[src/rtl/bit_serializer_pkg.sv]
// Shared constants and state encodings for the bit serializer and the
// downstream sequence detector.
package bit_serializer_pkg;

  localparam logic IDLE_LEVEL_DEF = 1'b0;
  localparam int   CNT_W          = 16;

  // One-hot to match the detector's encoding style.
  typedef enum logic [1:0] {
    ST_IDLE  = 2'b01,
    ST_SHIFT = 2'b10
  } ser_state_e;

endpackage

[src/rtl/bit_serializer_if.sv]
// Producer-side word handshake plus serial output bundle of the bit serializer.
// Handshake: a word transfers on any posedge where in_valid && in_ready; the
// producer keeps in_data stable while in_valid is high and not yet accepted.
interface bit_serializer_if #(
  parameter int WIDTH = 8
) ();
  import bit_serializer_pkg::*;

  logic [WIDTH-1:0] in_data;
  logic             in_valid;
  logic             in_ready;
  logic             bit_en;
  logic             dout;
  logic             dout_valid;
  logic             dout_last;
  logic             busy;
  logic [CNT_W-1:0] words_sent;
  ser_state_e       state;

  modport master (
    output in_data, in_valid, bit_en,
    input  in_ready, dout, dout_valid, dout_last, busy, words_sent, state
  );

  modport slave (
    input  in_data, in_valid, bit_en,
    output in_ready, dout, dout_valid, dout_last, busy, words_sent, state
  );
endinterface

[src/rtl/bit_serializer.sv]
// Double-buffered parallel-to-serial converter: a holding register refills
// while the shift register drains, so back-to-back words leave with no gap.
module bit_serializer
  import bit_serializer_pkg::*;
#(
  parameter int   WIDTH      = 8,
  parameter bit   MSB_FIRST  = 1'b1,
  parameter logic IDLE_LEVEL = IDLE_LEVEL_DEF
) (
  input  logic           clk,
  input  logic           rst,
  bit_serializer_if.slave bus
);

  localparam int BL_W = $clog2(WIDTH);
  localparam logic [BL_W-1:0] LAST_IDX = BL_W'(WIDTH - 1);

  logic [WIDTH-1:0] hold_q, hold_d;
  logic             hold_full_q, hold_full_d;
  logic [WIDTH-1:0] shreg_q, shreg_d;
  logic [BL_W-1:0]  bits_left_q, bits_left_d;
  logic             dout_q, dout_d;
  logic             dout_valid_q, dout_valid_d;
  logic             dout_last_q, dout_last_d;
  logic [CNT_W-1:0] words_q, words_d;
  ser_state_e       state_q, state_d;
  logic [WIDTH-1:0] shifted;

  always_comb begin
    hold_d       = hold_q;
    hold_full_d  = hold_full_q;
    shreg_d      = shreg_q;
    bits_left_d  = bits_left_q;
    dout_d       = dout_q;
    dout_valid_d = dout_valid_q;
    dout_last_d  = dout_last_q;
    words_d      = words_q;
    shifted      = MSB_FIRST ? (shreg_q << 1) : (shreg_q >> 1);

    // Cannot collide with a load below: loads only happen while hold_full_q=1.
    if (bus.in_valid && !hold_full_q) begin
      hold_d      = bus.in_data;
      hold_full_d = 1'b1;
    end

    if (bus.bit_en) begin
      if (bits_left_q != '0) begin
        shreg_d      = shifted;
        dout_d       = MSB_FIRST ? shifted[WIDTH-1] : shifted[0];
        dout_valid_d = 1'b1;
        bits_left_d  = bits_left_q - BL_W'(1);
        dout_last_d  = (bits_left_q == BL_W'(1));
        if (bits_left_q == BL_W'(1)) begin
          words_d = words_q + CNT_W'(1);
        end
      end else if (hold_full_q) begin
        shreg_d      = hold_q;
        dout_d       = MSB_FIRST ? hold_q[WIDTH-1] : hold_q[0];
        dout_valid_d = 1'b1;
        dout_last_d  = 1'b0;
        bits_left_d  = LAST_IDX;
        hold_full_d  = 1'b0;
      end else begin
        dout_d       = IDLE_LEVEL;
        dout_valid_d = 1'b0;
        dout_last_d  = 1'b0;
      end
    end

    state_d = dout_valid_d ? ST_SHIFT : ST_IDLE;
  end

  always_ff @(posedge clk or posedge rst) begin
    if (rst) begin
      hold_q       <= '0;
      hold_full_q  <= 1'b0;
      shreg_q      <= '0;
      bits_left_q  <= '0;
      dout_q       <= IDLE_LEVEL;
      dout_valid_q <= 1'b0;
      dout_last_q  <= 1'b0;
      words_q      <= '0;
      state_q      <= ST_IDLE;
    end else begin
      hold_q       <= hold_d;
      hold_full_q  <= hold_full_d;
      shreg_q      <= shreg_d;
      bits_left_q  <= bits_left_d;
      dout_q       <= dout_d;
      dout_valid_q <= dout_valid_d;
      dout_last_q  <= dout_last_d;
      words_q      <= words_d;
      state_q      <= state_d;
    end
  end

  assign bus.in_ready   = !hold_full_q;
  assign bus.dout       = dout_q;
  assign bus.dout_valid = dout_valid_q;
  assign bus.dout_last  = dout_last_q;
  assign bus.words_sent = words_q;
  assign bus.state      = state_q;
  assign bus.busy       = hold_full_q || (bits_left_q != '0) || (dout_valid_q && !dout_last_q);

endmodule

[src/flat_wrapper.sv]
// flat-port wrapper written by rule: the top's interface ports become plain ports
module bit_serializer_flat import bit_serializer_pkg::*;
#(
  parameter int   WIDTH      = 8,
  parameter bit   MSB_FIRST  = 1'b1,
  parameter logic IDLE_LEVEL = IDLE_LEVEL_DEF
)
  (clk, rst, bus_in_data, bus_in_valid, bus_bit_en, bus_in_ready, bus_dout, bus_dout_valid, bus_dout_last, bus_busy, bus_words_sent, bus_state);
  bit_serializer_if #(.WIDTH(WIDTH)) bus_i ();
  input  logic clk;
  input  logic rst;
  input wire logic [$bits(bus_i.in_data)-1:0] bus_in_data;
  input wire logic [$bits(bus_i.in_valid)-1:0] bus_in_valid;
  input wire logic [$bits(bus_i.bit_en)-1:0] bus_bit_en;
  output wire logic [$bits(bus_i.in_ready)-1:0] bus_in_ready;
  output wire logic [$bits(bus_i.dout)-1:0] bus_dout;
  output wire logic [$bits(bus_i.dout_valid)-1:0] bus_dout_valid;
  output wire logic [$bits(bus_i.dout_last)-1:0] bus_dout_last;
  output wire logic [$bits(bus_i.busy)-1:0] bus_busy;
  output wire logic [$bits(bus_i.words_sent)-1:0] bus_words_sent;
  output wire logic [$bits(bus_i.state)-1:0] bus_state;
  assign bus_i.in_data = bus_in_data;
  assign bus_i.in_valid = bus_in_valid;
  assign bus_i.bit_en = bus_bit_en;
  assign bus_in_ready = bus_i.in_ready;
  assign bus_dout = bus_i.dout;
  assign bus_dout_valid = bus_i.dout_valid;
  assign bus_dout_last = bus_i.dout_last;
  assign bus_busy = bus_i.busy;
  assign bus_words_sent = bus_i.words_sent;
  assign bus_state = bus_i.state;
  bit_serializer #(.WIDTH(WIDTH), .MSB_FIRST(MSB_FIRST), .IDLE_LEVEL(IDLE_LEVEL)) u_core (.clk(clk), .rst(rst), .bus(bus_i));
endmodule
[config.mk]
export PLATFORM = sky130hd
export DESIGN_NAME = bit_serializer_flat
export DESIGN_NICKNAME = d
export VERILOG_FILES = /design/src/rtl/bit_serializer_pkg.sv /design/src/rtl/bit_serializer_if.sv /design/src/rtl/bit_serializer.sv /design/src/flat_wrapper.sv
export SDC_FILE = /design/constraint.sdc
export NUM_CORES = 1
export LEC_CHECK = 0
export CAP_MARGIN = 20
export CORE_MARGIN = 8
export CORE_UTILIZATION = 40
export CTS_CLUSTER_SIZE = 25
export DETAILED_ROUTE_END_ITERATION = 6
export SYNTH_ARGS = -nofsm -noshare
export SYNTH_HDL_FRONTEND = slang
export SYNTH_SLANG_ARGS = --single-unit
[constraint.sdc]
create_clock -name clk -period 3.31 [get_ports clk]
set_input_delay 0.8275 -clock clk [delete_from_list [all_inputs] [get_ports clk]]
set_output_delay 0.8275 -clock clk [all_outputs]
set_load 0.05 [all_outputs]
==> results of run 1 <==
[area by class of cell]
cell class / count / share of cell area
clock buffer: 8 / 0.0448
inverter: 8 / 0.0134
timing repair buffer: 39 / 0.169
sequential: 39 / 0.437
multi-input combinational: 98 / 0.307
tap: 52 / 0.0291
[cells by family (layout without fill, tap and decap cells)]
group,Yosys count,after routing,share of synthesized area
simple gates,44,44,0.146
flops,39,39,0.568
compound gates,25,25,0.0815
xor+xnor,15,15,0.0764
buf+inv,13,55,0.0335
mux,10,10,0.0655
fa+ha+maj,4,4,0.0291
[flip-flops by register name, indices dropped and copies added (netlist names), named ones only]
register	cells
u_core.bits_left_q	3
u_core.bus.dout	1
u_core.bus.dout_last	1
u_core.bus.state	1
u_core.bus.words_sent	16
u_core.hold_full_q	1
u_core.hold_q	8
u_core.shreg_q	7
[layer usage]
layer,GRT usage,share of wire,up-vias
li1,-,-,594
met1,0.140,0.45,575
met2,0.192,0.48,32
met3,0.0460,0.058,4
met4,0.0316,0.0076,0
met5,0,0,-
[stage by stage]
| step | instance area (um2) | util | cells |
|---|---|---|---|
| 3_5_place_dp | 2140 | 0.504 | 236 |
| 5_1_grt | 2240 | 0.528 | 244 |
| 6_report | 2240 | 0.528 | 244 |
| 2_1_floorplan | 1720 | - | 150 |
| 3_3_place_gp | 2140 | 0.504 | 236 |
| 4_1_cts | 2240 | 0.528 | 244 |
[cell usage after synthesis]
master | instances | area (um2)
nand4_1 | 3 | 18.8
a21oi_1 | 8 | 40.0
a21o_1 | 1 | 7.51
o21ai_0 | 7 | 35.0
inv_1 | 8 | 30.0
o211ai_1 | 1 | 7.51
ha_1 | 4 | 50.1
xnor2_1 | 6 | 52.6
nor2_1 | 12 | 45.0
dfrtp_1 | 38 | 951
clkbuf_1 | 2 | 7.51
and4bb_1 | 1 | 12.5
mux2_2 | 10 | 113
nand2_1 | 11 | 41.3
nand3_1 | 5 | 25.0
nand2b_1 | 2 | 12.5
dfstp_2 | 1 | 26.3
a31oi_1 | 2 | 12.5
and4_1 | 3 | 26.3
o22ai_1 | 6 | 37.5
nor2b_1 | 2 | 12.5
and2_1 | 1 | 6.26
nor3_2 | 3 | 30.0
buf_2 | 1 | 5.00
buf_4 | 2 | 15.0
xor2_1 | 9 | 78.8
nand4_4 | 1 | 21.3
[worst max path at each step]
stage	startpoint	to	slack, ps	cells past startpoint
floorplan	flop	bus_busy	960	2
global placement	u_core.bits_left_q[0]	bus_busy	780	5
detailed placement	u_core.bits_left_q[0]	bus_busy	740	5
CTS	u_core.bits_left_q[0]	bus_busy	420	5
global route	u_core.bits_left_q[0]	bus_busy	340	5
finish	u_core.bits_left_q[0]	bus_busy	420	5
[power by group through the flow]
stage               Clock [mW]  Combinational [mW]  Sequential, mW
floorplan                    0               0.302           0.804
global placement             0               0.542           0.721
detailed placement           0               0.559           0.729
CTS                      0.360               0.561           0.720
global route             0.380               0.609           0.745
finish                   0.350               0.553           0.722
==> summary.md, run 1 <==
| Metric | Value |
|---|---|
| Die Width | `81.6 um` |
| Maximum root-to-sink buffer count | `2` |
| Most frequent cells in the layout | `dfrtp_1, clkdlybuf4s50_1, nor2_1, nand2_1, mux2_2` |
| RSZ-0062 raised after global routing | `no` |
| Seq/Total Area, Yosys | `0.568` |
| Netlist area before placement | `1720 um2` |
| Final worst slack | `416 ps` |
| Final nets | `207` |
| Buf/Inv on CP | `2` |
| CP max FO | `4` |
| Flop pwr share | `0.444` |
| Peak Freq | `0.346 GHz` |
| Final hold violations | `0` |
| Worst Hold Depth | `1` |
| Layout cells sized above 1 | `0.141` |
| Drt pass-1 iters | `4` |
| Commonest non-fill, non-tap cell in the layout | `dfrtp_1` |
| # resized after CTS | `0` |
| Endpoints failing setup | `0` |
| Final Cycle Share | `0.874` |
| Critical setup path kind | `reg -> out` |
| Pwr Density | `727 nW/um2` |
| Peak VDD IR | `0.396 mV` |
| Number of global-route vias before repair | `1,278` |
| Sw Ratio | `0.354` |
| Worst Hold End | `u_core.bus.words_sent[15]` |
| CTS clk-pin slew, worst paths | `80 ps` |
| DR vias | `1,205` |
| Register bit total from synthesis | `39` |
| Crit path capture type | `output port` |
| Slew Viols, Final | `0` |
| Avg Cell Area, Syn | `11.5 um2` |
| P_leak | `1.01 nW` |
| Clock share of power | `0.215` |
| Residual DRC count | `0` |
| Net Count, Synth | `166` |
| Post-CTS setup buffer count | `0` |
| Area of the multi-input gates | `686 um2` |
| Critical R2R Launch | `u_core.bits_left_q[0]` |
| FF/Latch Area | `977 um2` |
| Combinational power share | `0.340` |
| Cell count after synthesis | `150` |
| Largest net degree at the start of global routing | `30` |
| Distinct cells, synth | `27` |
| Setup_tns | `0 ps` |
| Total global routing overflow | `0` |
| Slew HR | `0.654` |
| CP Launch Type | `flop` |
| Vias per cell | `4.94` |
| Max incr delay on CP | `830 ps` |
| Dpl ws | `736 ps` |
| Cts-stage hold buffer count | `0` |
| Final ANT Viol Nets | `0` |
| Worst reg2reg setup slack | `1560 ps` |
| Switching pwr | `576 uW` |
| Rows | `24` |
| Htree depth | `2` |
| Final HPWL DP | `2700 um` |
| First-iteration detailed-routing DRC count | `51` |
| Crit path max-delay family | `buffers and inverters` |
| WP data arrival | `2070 ps` |
| Tot GR Track Use | `0.117` |
| Ys Warns | `0` |
| Cell count of the worst reg-to-reg path | `6` |
| Worst-margin pin slew | `518 ps` |
| Worst EP required | `2480 ps` |
| Clk sinks | `39` |
| Fill cells | `368` |
| CTS tree | `done` |
| Die Y | `81.6 um` |
| Global-route wire length before repair | `6070 um` |
| IO buf count | `34` |
| Antenna cell count | `0` |
| Die Area | `6660 um2` |
| Core area | `4230 um2` |
| Fin Clk Skew | `7.75 ps` |
| Status | `finished, final reports clean` |
| Overall Power | `1.63 mW` |
| WL final | `3570 um` |
| Top Ports | `35` |
| Avg WL per Cell | `14.6 um` |
| Worst r2r dst | `u_core.bus.words_sent[8]` |
| Tmin final | `2890 ps` |
| Min-delay worst type | `reg -> reg` |
| Last weighted congestion value of the routability-driven placer | `0.768` |
| Area growth syn-to-layout | `30.0%` |
| Max cap viols | `0` |
| Clk Latency, worst-skew pair | `280 ps` |
| Hold Slack | `468 ps` |
| Crit-path cells | `inv_1 -> ha_1 -> nor2b_1 -> o211ai_1 -> clkdlybuf4s50_1` |
| Starting Density | `0.406` |
| Hold_sp | `u_core.bus.words_sent[15]` |
| Internal Power | `1.05 mW` |
| Root Buffer | `clkbuf_8` |
| Antenna violations before repair | `0` |
| Total CTS buffers | `5` |
| CP max stage cell | `clkdlybuf4s50_1` |
Note: power is estimated with default switching activity, not from simulation.
==> run 2, diff against run 1 <==
Settings changed: SETUP_SLACK_MARGIN set to 0.2.
==> results of run 2 <==
Final layout, timing and power as in run 1 (identical DEF).
==> run 3, diff against run 2 <==
Settings changed: SLEW_MARGIN set to 40.
==> results of run 3 <==
Final layout, timing and power as in run 1 (identical DEF).
